**config.mk**
```make
export PLATFORM = sky130hd
export DESIGN_NAME = la_capture_ctrl_flat
export DESIGN_NICKNAME = d
export VERILOG_FILES = /design/src/rtl/la_pkg.sv /design/src/rtl/la_capture_ctrl_if.sv /design/src/rtl/la_sample_ticker.sv /design/src/rtl/la_capture_ctrl.sv /design/src/flat_wrapper.sv
export SDC_FILE = /design/constraint.sdc
export NUM_CORES = 1
export LEC_CHECK = 0
export ABC_AREA = 1
export BUFFER_PORTS_ARGS = -buffer_cell sky130_fd_sc_hd__buf_4
export CELL_PAD_IN_SITES_DETAIL_PLACEMENT = 1
export CELL_PAD_IN_SITES_GLOBAL_PLACEMENT = 1
export CORE_MARGIN = 2
export CORE_UTILIZATION = 38
export CTS_CLUSTER_DIAMETER = 150
export DETAILED_ROUTE_END_ITERATION = 16
export GPL_TIMING_DRIVEN = 0
export PLACE_DENSITY_LB_ADDON = 0.1
export SLEW_MARGIN = 20
export SYNTH_ARGS = -nofsm -noshare
export SYNTH_HDL_FRONTEND = slang
export SYNTH_SLANG_ARGS = --single-unit
```
**constraint.sdc**
```tcl
create_clock -name clk -period 1.5 [get_ports clk]
set_input_delay 0.15 -clock clk [delete_from_list [all_inputs] [get_ports clk]]
set_output_delay 0.15 -clock clk [all_outputs]
set_load 0.1 [all_outputs]
```
**src/rtl/la_pkg.sv**
```systemverilog
// la_pkg: shared definitions for the logic-analyzer capture path.
//   la_state_e  capture sequencer states
//   TRIG_*      trigger mode encodings for trig_mode
//   LA_DEPTH    default number of entries per trace RAM
package la_pkg;

    localparam int LA_DEPTH = 80;

    localparam logic [1:0] TRIG_IMM  = 2'b00;
    localparam logic [1:0] TRIG_RISE = 2'b01;
    localparam logic [1:0] TRIG_FALL = 2'b10;
    localparam logic [1:0] TRIG_ANY  = 2'b11;

    typedef enum logic [2:0] {
        IDLE,
        FILL,
        WAIT_TRIG,
        POST,
        DONE
    } la_state_e;

endpackage

```
**src/rtl/la_capture_ctrl_if.sv**
```systemverilog
// la_capture_ctrl_if: trace RAM write port.
//   wr_en    one-cycle write strobe (valid); there is no ready, the RAM must
//            accept every strobe. wr_addr/wr_data are meaningful while wr_en=1
//            and are held until the next strobe.
//   wr_addr  entry address, 0..DEPTH-1
//   wr_data  bits [2i+1:2i] = {older, newer} sample of channel i
// Modports: master = capture controller, slave = trace RAM.
interface la_capture_ctrl_if #(
    parameter int ADDR_W = 7,
    parameter int DATA_W = 8
);
    logic              wr_en;
    logic [ADDR_W-1:0] wr_addr;
    logic [DATA_W-1:0] wr_data;

    modport master (output wr_en, output wr_addr, output wr_data);
    modport slave  (input  wr_en, input  wr_addr, input  wr_data);
endinterface

```
**src/rtl/la_sample_ticker.sv**
```systemverilog
// la_sample_ticker: programmable sample-rate divider.
//   clk, rst_n  clock, asynchronous active-low reset
//   clr         restart the count from 0 (first tick div+1 cycles later)
//   en          count only while enabled
//   div         period minus 1, in clk cycles
//   tick        high for one cycle when the count reaches div
module la_sample_ticker #(
    parameter int DIV_W = 16
) (
    input  logic             clk,
    input  logic             rst_n,
    input  logic             clr,
    input  logic             en,
    input  logic [DIV_W-1:0] div,
    output logic             tick
);
    logic [DIV_W-1:0] cnt;

    assign tick = en && (cnt == div);

    always_ff @(posedge clk or negedge rst_n) begin
        if (!rst_n) begin
            cnt <= '0;
        end else if (clr) begin
            cnt <= '0;
        end else if (en) begin
            cnt <= tick ? '0 : cnt + 1'b1;
        end
    end
endmodule

```
**src/rtl/la_capture_ctrl.sv**
```systemverilog
// la_capture_ctrl: trigger and capture sequencer for the logic analyzer.
// Samples din at a programmable rate, packs sample pairs into one RAM entry,
// writes a circular buffer with pre-trigger history and freezes after a
// programmable number of post-trigger entries.
//   clk, rst_n    clock, asynchronous active-low reset
//   arm           pulse: latch div/trig_ch/trig_mode/post_cnt, (re)start capture
//   abort         pulse: back to IDLE, no done (wins over arm)
//   div           sample period minus 1
//   trig_ch       channel used for edge triggers
//   trig_mode     00 immediate, 01 rising, 10 falling, 11 either edge
//   post_cnt      entries written after the trigger entry (clamped to DEPTH-1)
//   din           asynchronous trace inputs
//   wr_bus        trace RAM write port (master)
//   busy          high in FILL/WAIT_TRIG/POST
//   triggered     high from trigger detection until next arm/abort
//   done          sticky completion flag
//   start_addr    oldest entry address, valid while done=1
//   dbg_state     current sequencer state
module la_capture_ctrl
    import la_pkg::*;
#(
    parameter int N_CH   = 4,
    parameter int DEPTH  = LA_DEPTH,
    parameter int ADDR_W = 7,
    parameter int DIV_W  = 16
) (
    input  logic                clk,
    input  logic                rst_n,
    input  logic                arm,
    input  logic                abort,
    input  logic [DIV_W-1:0]    div,
    input  logic [1:0]          trig_ch,
    input  logic [1:0]          trig_mode,
    input  logic [ADDR_W-1:0]   post_cnt,
    input  logic [N_CH-1:0]     din,
    la_capture_ctrl_if.master   wr_bus,
    output logic                busy,
    output logic                triggered,
    output logic                done,
    output logic [ADDR_W-1:0]   start_addr,
    output la_state_e           dbg_state
);
    localparam logic [ADDR_W-1:0] LAST = ADDR_W'(DEPTH - 1);

    la_state_e         state;
    logic [DIV_W-1:0]  div_l;
    logic [1:0]        trig_ch_l;
    logic [1:0]        trig_mode_l;
    logic [ADDR_W-1:0] post_l;
    logic [N_CH-1:0]   din_s1, din_s2;
    logic [N_CH-1:0]   prev_smp, older;
    logic              prev_valid;
    logic              phase;
    logic [ADDR_W-1:0] nxt_addr;
    // Entries still to write: pre-trigger count in FILL, post count in POST.
    logic [ADDR_W-1:0] cnt;

    logic              tick, run, trig_hit, cur_bit, prv_bit;
    logic [ADDR_W-1:0] post_c, pre_in;
    logic [2*N_CH-1:0] pair;

    function automatic logic [ADDR_W-1:0] addr_inc(input logic [ADDR_W-1:0] a);
        return (a == LAST) ? '0 : a + 1'b1;
    endfunction

    assign dbg_state = state;
    assign run    = (state == FILL) || (state == WAIT_TRIG) || (state == POST);
    assign post_c = (post_cnt > LAST) ? LAST : post_cnt;
    assign pre_in = LAST - post_c;

    la_sample_ticker #(.DIV_W(DIV_W)) u_ticker (
        .clk   (clk),
        .rst_n (rst_n),
        .clr   (arm | abort),
        .en    (run),
        .div   (div_l),
        .tick  (tick)
    );

    always_ff @(posedge clk or negedge rst_n) begin
        if (!rst_n) begin
            din_s1 <= '0;
            din_s2 <= '0;
        end else begin
            din_s1 <= din;
            din_s2 <= din_s1;
        end
    end

    always_comb begin
        pair = '0;
        for (int i = 0; i < N_CH; i++) begin
            pair[2*i+1] = older[i];
            pair[2*i]   = din_s2[i];
        end
    end

    // Edge modes compare against the previous tick's sample, so they cannot
    // fire until one sample has been taken since arm.
    assign cur_bit = din_s2[trig_ch_l];
    assign prv_bit = prev_smp[trig_ch_l];
    always_comb begin
        trig_hit = 1'b0;
        case (trig_mode_l)
            TRIG_IMM:  trig_hit = 1'b1;
            TRIG_RISE: trig_hit = prev_valid && !prv_bit && cur_bit;
            TRIG_FALL: trig_hit = prev_valid && prv_bit && !cur_bit;
            TRIG_ANY:  trig_hit = prev_valid && (prv_bit ^ cur_bit);
            default:   trig_hit = 1'b0;
        endcase
    end

    always_ff @(posedge clk or negedge rst_n) begin
        if (!rst_n) begin
            state          <= IDLE;
            div_l          <= '0;
            trig_ch_l      <= '0;
            trig_mode_l    <= '0;
            post_l         <= '0;
            prev_smp       <= '0;
            older          <= '0;
            prev_valid     <= 1'b0;
            phase          <= 1'b0;
            nxt_addr       <= '0;
            cnt            <= '0;
            busy           <= 1'b0;
            triggered      <= 1'b0;
            done           <= 1'b0;
            start_addr     <= '0;
            wr_bus.wr_en   <= 1'b0;
            wr_bus.wr_addr <= '0;
            wr_bus.wr_data <= '0;
        end else begin
            wr_bus.wr_en <= 1'b0;
            if (abort) begin
                state     <= IDLE;
                busy      <= 1'b0;
                triggered <= 1'b0;
                done      <= 1'b0;
            end else if (arm) begin
                div_l          <= div;
                trig_ch_l      <= trig_ch;
                trig_mode_l    <= trig_mode;
                post_l         <= post_c;
                cnt            <= pre_in;
                state          <= (pre_in == '0) ? WAIT_TRIG : FILL;
                busy           <= 1'b1;
                triggered      <= 1'b0;
                done           <= 1'b0;
                phase          <= 1'b0;
                prev_valid     <= 1'b0;
                nxt_addr       <= '0;
                wr_bus.wr_addr <= '0;
            end else if (tick) begin
                prev_smp   <= din_s2;
                prev_valid <= 1'b1;
                phase      <= ~phase;
                if (!phase) begin
                    older <= din_s2;
                end else begin
                    wr_bus.wr_en   <= 1'b1;
                    wr_bus.wr_addr <= nxt_addr;
                    wr_bus.wr_data <= pair;
                    nxt_addr       <= addr_inc(nxt_addr);
                end
                case (state)
                    FILL: begin
                        if (phase) begin
                            if (cnt == 1) state <= WAIT_TRIG;
                            cnt <= cnt - 1'b1;
                        end
                    end
                    WAIT_TRIG: begin
                        if (trig_hit) begin
                            triggered <= 1'b1;
                            if (!phase) begin
                                // Trigger entry is still open: count it with the post entries.
                                state <= POST;
                                cnt   <= post_l + 1'b1;
                            end else if (post_l == '0) begin
                                state      <= DONE;
                                busy       <= 1'b0;
                                done       <= 1'b1;
                                start_addr <= addr_inc(nxt_addr);
                            end else begin
                                state <= POST;
                                cnt   <= post_l;
                            end
                        end
                    end
                    POST: begin
                        if (phase) begin
                            if (cnt == 1) begin
                                state      <= DONE;
                                busy       <= 1'b0;
                                done       <= 1'b1;
                                start_addr <= addr_inc(nxt_addr);
                            end
                            cnt <= cnt - 1'b1;
                        end
                    end
                    default: ;
                endcase
            end
        end
    end
endmodule
```
**src/flat_wrapper.sv**
```systemverilog
// flat-port wrapper written by rule: the top's interface ports become plain ports
module la_capture_ctrl_flat import la_pkg::*;
#(
    parameter int N_CH   = 4,
    parameter int DEPTH  = LA_DEPTH,
    parameter int ADDR_W = 7,
    parameter int DIV_W  = 16
)
  (clk, rst_n, arm, abort, div, trig_ch, trig_mode, post_cnt, din, busy, triggered, done, start_addr, dbg_state, wr_bus_wr_en, wr_bus_wr_addr, wr_bus_wr_data);
  la_capture_ctrl_if #(.ADDR_W(ADDR_W)) wr_bus_i ();
  input  logic clk;
  input  logic rst_n;
  input  logic arm;
  input  logic abort;
  input  logic [DIV_W-1:0] div;
  input  logic [1:0] trig_ch;
  input  logic [1:0] trig_mode;
  input  logic [ADDR_W-1:0] post_cnt;
  input  logic [N_CH-1:0] din;
  output logic busy;
  output logic triggered;
  output logic done;
  output logic [ADDR_W-1:0] start_addr;
  output la_state_e dbg_state;
  output wire logic [$bits(wr_bus_i.wr_en)-1:0] wr_bus_wr_en;
  output wire logic [$bits(wr_bus_i.wr_addr)-1:0] wr_bus_wr_addr;
  output wire logic [$bits(wr_bus_i.wr_data)-1:0] wr_bus_wr_data;
  assign wr_bus_wr_en = wr_bus_i.wr_en;
  assign wr_bus_wr_addr = wr_bus_i.wr_addr;
  assign wr_bus_wr_data = wr_bus_i.wr_data;
  la_capture_ctrl #(.N_CH(N_CH), .DEPTH(DEPTH), .ADDR_W(ADDR_W), .DIV_W(DIV_W)) u_core (.clk(clk), .rst_n(rst_n), .arm(arm), .abort(abort), .div(div), .trig_ch(trig_ch), .trig_mode(trig_mode), .post_cnt(post_cnt), .din(din), .wr_bus(wr_bus_i), .busy(busy), .triggered(triggered), .done(done), .start_addr(start_addr), .dbg_state(dbg_state));
endmodule
```
-- After elaboration in Yosys (flattened, before gate mapping)
Cells that the tools add are included.
- muxes and demuxes: 72
- bitwise gates (word level): 5
- $lt $le $gt $ge: 2
- eq/ne operators: 24
- reduce and logical (&&, ||, !) cells: 35
- add/sub/neg operators: 5
- operators by type and width (cell ; count):
    two-way mux 7 bit ; 19
    two-way mux 16 bit ; 3
    two-way mux 1 bit ; 31
    two-way mux 3 bit ; 10
    one-hot mux 7 bit (2 select lines) ; 2
    adder 16 x 1 -> 16 bit, second input constant ; 1
    equality test 16 bit ; 1
    != test 4 x 3 -> 1 bit, second input constant ; 4
    != test 4 bit, second input constant ; 4
    adder 7 x 1 -> 7 bit, second input constant ; 2
    zero test 7 bit ; 2
    AND reduction 7 bit ; 2
    nonzero test 3 bit ; 4
    one-hot mux 3 bit (3 select lines) ; 1
    AND reduction 3 bit ; 3
    AND reduction 9 bit ; 1
    AND reduction 4 bit ; 2
    nonzero test 2 bit ; 4
    equality test 7 x 1 -> 1 bit, second input constant ; 1
    equality test 7 bit, second input constant ; 1
    greater-than comparator 7 bit, second input constant ; 1
    subtractor 7 x 1 -> 7 bit, second input constant ; 1
    subtractor 7 bit, first input constant ; 1
    equality test 3 x 2 -> 1 bit, second input constant ; 2
    24 further kinds ; 40
- word-level logic and storage cells: 164
- bits in registers: 104
- bits of input ports: 35

-- Longest topological paths before layout
- word-level depth: 11
- depth in mapped cells: 14

-- Cells and area by module
Synthesis repeated with hierarchy kept, for this count alone.
- cell total of the unflattened synthesis: 749
- area, all modules: 5661.7 um^2
- modules (own cells, without submodules) (module ; area an instance (um^2) ; seq. area each (um^2) ; cells each ; instances):
    la_capture_ctrl ; 4267.8 ; 2202.1 ; 520 ; 1
    la_sample_ticker ; 1393.8 ; 400.4 ; 229 ; 1

-- Least setup slack after synthesis
No wires, ideal clock.
- path type: register -> register
- start point: register u_core.state[1] (netlist: u_core.dbg_state[1])
- end point: register u_core.nxt_addr[2]
- library setup time: 117 ps
- slack: -845 ps
- arrival: 2228 ps
- required time: 1383 ps
- period minus slack after synthesis: 2345 ps
- cell stages (with the launch flop): 13
- cell sequence: dfrtp_1 -> nand2_1 -> nand2_4 -> nand2_1 -> nor2_1 -> nand3_1 -> nor2_2 -> nand2_2 -> nand2_4 -> nand2_4 -> buf_6 -> nand2_2 -> o21ai_2
- longest elaborated chain between the ends: 6
- RTL lines (element ; line ; text):
    start: declaration ; la_capture_ctrl.sv:45 ; la_state_e state;
    start signal: assignment ; la_capture_ctrl.sv:146 ; state <= (pre_in == '0) ? WAIT_TRIG : FILL;
    equality test 3 x 1 -> 1 bit / equality test 3 x 2 -> 1 bit (equally long branches) ; la_capture_ctrl.sv:67 ; assign run = (state == FILL) || (state == WAIT_TRIG) || (state == POST);
    logical OR 1 bit ; la_capture_ctrl.sv:67 ;
    logical OR 1 bit (*) ; la_capture_ctrl.sv:67 ;
    logical AND 1 bit (*) ; la_sample_ticker.sv:19 ; assign tick = en && (cnt == div);
    nonzero test 2 bit (no line) (*) ; n/a ;
    AND reduction 3 bit (no line) (*) ; n/a ;
    end signal: assignment ; la_capture_ctrl.sv:164 ; nxt_addr <= addr_inc(nxt_addr);
    end: declaration ; la_capture_ctrl.sv:54 ; logic [ADDR_W-1:0] nxt_addr;
Mark *: on every way between the ends. The rest lies on a longest branch, timed or not.
A chain may end at the register's enable or synchronous reset.

-- Final worst setup path
- start point: register u_core.state[2] (netlist: u_core.dbg_state[2])
- end point: register u_core.start_addr[2]
- longest elaborated chain between the ends: 5
- RTL lines (element ; line ; text):
    equality test 3 x 1 -> 1 bit / equality test 3 x 2 -> 1 bit (equally long branches) ; la_capture_ctrl.sv:67, la_capture_ctrl.sv:166 ;
    logical OR 1 bit (2 in series) ; la_capture_ctrl.sv:67 ;
    logical AND 1 bit ; la_sample_ticker.sv:19 ;
    AND reduction 9 bit (no line) ; n/a ;
    end signal: assignment ; la_capture_ctrl.sv:184 ; start_addr <= addr_inc(nxt_addr);
    end signal: assignment ; la_capture_ctrl.sv:197 ; start_addr <= addr_inc(nxt_addr);
    end: declaration ; la_capture_ctrl.sv:40 ; output logic [ADDR_W-1:0] start_addr,
Parallel ways exist; a longest one is shown, timed or not.

==> results by group <==
Worst setup path
  • Crit-path cells: inv_4, nand2_4, nand2_4, nand2_2, nor2_2, nand3_2, nor2_4, buf_6, nand4_1, buf_6, o21bai_1, nand2_1
  • R2R cell count: 12
  • CP Buf/Inv Count: 3
  • CP Launch Type: register
  • Crit path largest cell delay: about 0.5 ns
  • Arr. time, crit path: 2.15 ns
  • Reg2Reg Launch Point: u_core.dbg_state[2]
  • Cell family with most CP delay: simple AND/OR/NAND/NOR gates
  • Worst EP required: 1.74 ns
  • Stages on worst setup path: 12
  • Crit. End Element: register
  • Critical Path End: u_core.start_addr[2]
  • Worst R2R Setup Slack: -0.41 ns
  • Critical path's slowest cell: dfrtp_4
  • Setup crit start: u_core.dbg_state[2]
  • Worst Setup Path Type: reg2reg
  • Crit Path Max Fanout: 7
  • Reg2reg end: u_core.start_addr[2]

Power and ir drop
  • Power consumption: 7940 uW
  • VDD IR max: between 0.5 and 0.6 mV
  • Leak Pwr: 0.00378 uW
  • Pwr dens: ~1000 mW/mm^2

Routing
  • Pre-Repair DR Iteration Count: 4
  • Routed vias/inst: slightly above 5
  • Drt drc: 0
  • Post-route ant nets: 0
  • Routed len/inst: about 17 um
  • Drt total wl: around 18 mm
  • Via count: 5360
  • Initial drt markers: 220

Yosys
  • Syn nets: 766
  • Post-synthesis sequential area ratio: 47.3%
  • Yosys reg bits: 104
  • Post-synthesis cell type count: 32
  • Yosys top cell area share: 47.3%
  • Avg Inst Size Synth: 7.61 um^2
  • Syn Inst Count: 723
  • Synth Area in Compound Gates: a little under an eighth
  • Post-synth EDFFs: 0
  • Async set-reset flop share out of synthesis: 100%
  • Netlist Area Pre-Place: 0.00550 mm^2
  • Main combinational cell family by area after synthesis: simple AND/OR/NAND/NOR gates
  • Xor/xnor share of the synthesized area: 3.18%
  • Top cells by count, synth: 239 x nand2_1, 104 x dfrtp_1, 85 x inv_1
  • Post-synthesis simple-gate area fraction: between 20 and 30%
  • Synth area leaders: dfrtp_1 47%, nand2_1 16%, inv_1 5.8%, o21ai_0 5.4%, nand3_1 4.4%
  • Synth Area in Adders: 1.82%
  • Leading area contributor after synthesis: dfrtp_1
  • Primary FF master, synth: dfrtp_1
  • Mux cell area share after synthesis: 0%
  • Most common cell in the synthesized netlist: nand2_1
  • YS warnings: 0

STA
  • Slew Viols, Final: 0
  • Worst-Margin Slew: 1.01 ns
  • Peak Freq: 524 MHz
  • RSZ-0062 raised after global routing: yes
  • Setup TNS: -17.79 ns
  • Fin. Hold Viols: 0
  • Worst clock skew: 0.00989 ns
  • Setup violators final: 69
  • Final WS setup: -0.407 ns
  • Slew HR: roughly 32%
  • Tcrit/Tclk final: 127%
  • Min Clock Period, post-route: roughly 1.9 ns

Floorplan
  • Die area: approximately 0.015 mm^2
  • Die Y: 124 um
  • Core ar.: between 0.01 and 0.015 mm^2
  • Row cnt: 43
  • # IOs: 64
  • Initial Util: about two fifths
  • Overall die width: 124 um

Clock tree
  • Clk pin slew, worst setup/hold paths: 0.08 ns
  • Clk root buf: clkbuf_16
  • Clk buf depth: 2
  • Cts bufs inserted: 9
  • CTS tree: built
  • Htree depth: 3
  • Worst skew pair latency: 0.36 ns
  • Clk sinks: 104

Finish
  • Area of the multi-input gates: 0.00308 mm^2
  • Final Cell Area: 0.00789 mm^2
  • Nets: 912
  • Final std cells w/o fill: about 1100
  • Layout cells sized above 1: between 30% and 40%
  • Area Growth Syn to Fin: 43.3%
  • Register area: 0.00263 mm^2
  • Filler cell count: 1658
  • Antenna Diode Count: 0

Min path
  • Worst hold path depth: 3
  • Worst hold path class: in2reg
  • Startpoint of the worst hold path: div[9]

GRT
  • Number of global-route vias before repair: 5585
  • Largest net degree at the start of global routing: 105
  • Grt total ovfl: 0
  • Initial antenna violation count: 0
  • Gr usage total: 22.6%
  • Global-route wire length before repair: 28.4 mm

Placed design
  • Port Buffer Count: 63
  • Post-place setup slack: -0.674 ns
  • Final Wtd Congestion: 0.809
  • Placed insts: about 970
  • Post-DP HPWL: 11.4 mm
  • Dpl cell area: 0.00627 mm^2

Status
  • Violated checks: setup timing
  • Status: complete, but fails checks

Flow run
  • Max-cap violations: 0
==> placed cells by master, fill, tap and decap left out, types with 14 or more instances in the layout <==
cell / instances
dlygate4sd3_1: 15
o21ai_2: 18
nand2_1: 194
buf_4: 100
o21ai_1: 27
nand2_4: 22
inv_2: 15
nor2_4: 15
buf_6: 19
o21ai_0: 32
nand3_1: 33
nor2_1: 33
xor2_1: 14
nand2_2: 32
dfrtp_1: 92
inv_1: 67
==> where the power goes <==
| part | switching (uW) | internal [uW] |
|---|---|---|
| Sequential | 229 | 3040 |
| Clock | 1240 | 1350 |
| Combinational | 1320 | 759 |
==> how the worst min path moves through the flow <==
stage                       end
5_1_grt        u_core.div_l[12]
4_1_cts        u_core.div_l[12]
3_5_place_dp   u_core.din_s1[1]
2_1_floorplan       u_core.busy
3_3_place_gp   u_core.din_s1[0]
6_report        u_core.div_l[9]
==> logic make-up after synthesis <==
family | Yosys count
adders and majority gates | 8
buffers and inverters | 104
DFF | 104
AOI/OAI and AO/OA | 111
and+or+nand+nor | 376
xor gates and xnor gates | 20
==> area by class of cell <==
type | count | share of cell area [%]
Clock buffer | 9 | 2.86
Inverter | 88 | 4.44
Tap cell | 180 | 2.86
Timing Repair Buffer | 136 | 15.0
Sequential cell | 104 | 33.3
Buffer | 15 | 1.36
Multi-Input combinational cell | 515 | 39.0
Clock inverter | 7 | 1.21
==> registers in the layout, indices dropped and copies added (netlist names) <==
name,count
u_core.cnt,7
u_core.start_addr,7
u_core.trig_ch_l,2
u_core.older,4
u_core.done,1
u_core.wr_bus.wr_addr,7
u_core.triggered,1
u_core.wr_bus.wr_data,8
u_core.div_l,16
u_core.wr_bus.wr_en,1
u_core.nxt_addr,7
u_core.prev_smp,4
u_core.busy,1
u_core.din_s1,4
u_core.prev_valid,1
u_core.phase,1
u_core.post_l,7
u_core.u_ticker.cnt,16
u_core.trig_mode_l,2
u_core.din_s2,4
u_core.dbg_state,3
==> worst min-delay path: stages <==
cell     delay, ns
buf_4         0.07
nand2_1       0.04
o21ai_0       0.06
==> repair_timing <==
action,CTS,global route
setup buffers,40,16
hold buffers,15,0
resized for setup,135,87
pin swaps,32,34
gates cloned,3,2
endpoints found under the setup margin,69,69
endpoints found under the hold margin,118,0
==> layer usage <==
layer	global-route usage, %	wire length, um	up-vias
met5	0	0	-
li1	-	-	2591
met2	41.0	9740	91
met4	6.08	289	0
met3	3.61	460	23
met1	28.0	7860	2655
==> metrics by stage <==
step                      hold slack (ns)  utilization [%]
final                             0.00953             56.4
after global routing               0.0200             56.4
after CTS                         0.00230             53.6
after detailed placement            0.261             44.8
after global placement              0.259             44.8
after floorplan                    -0.146                -
(Power assumes the default switching activity.)
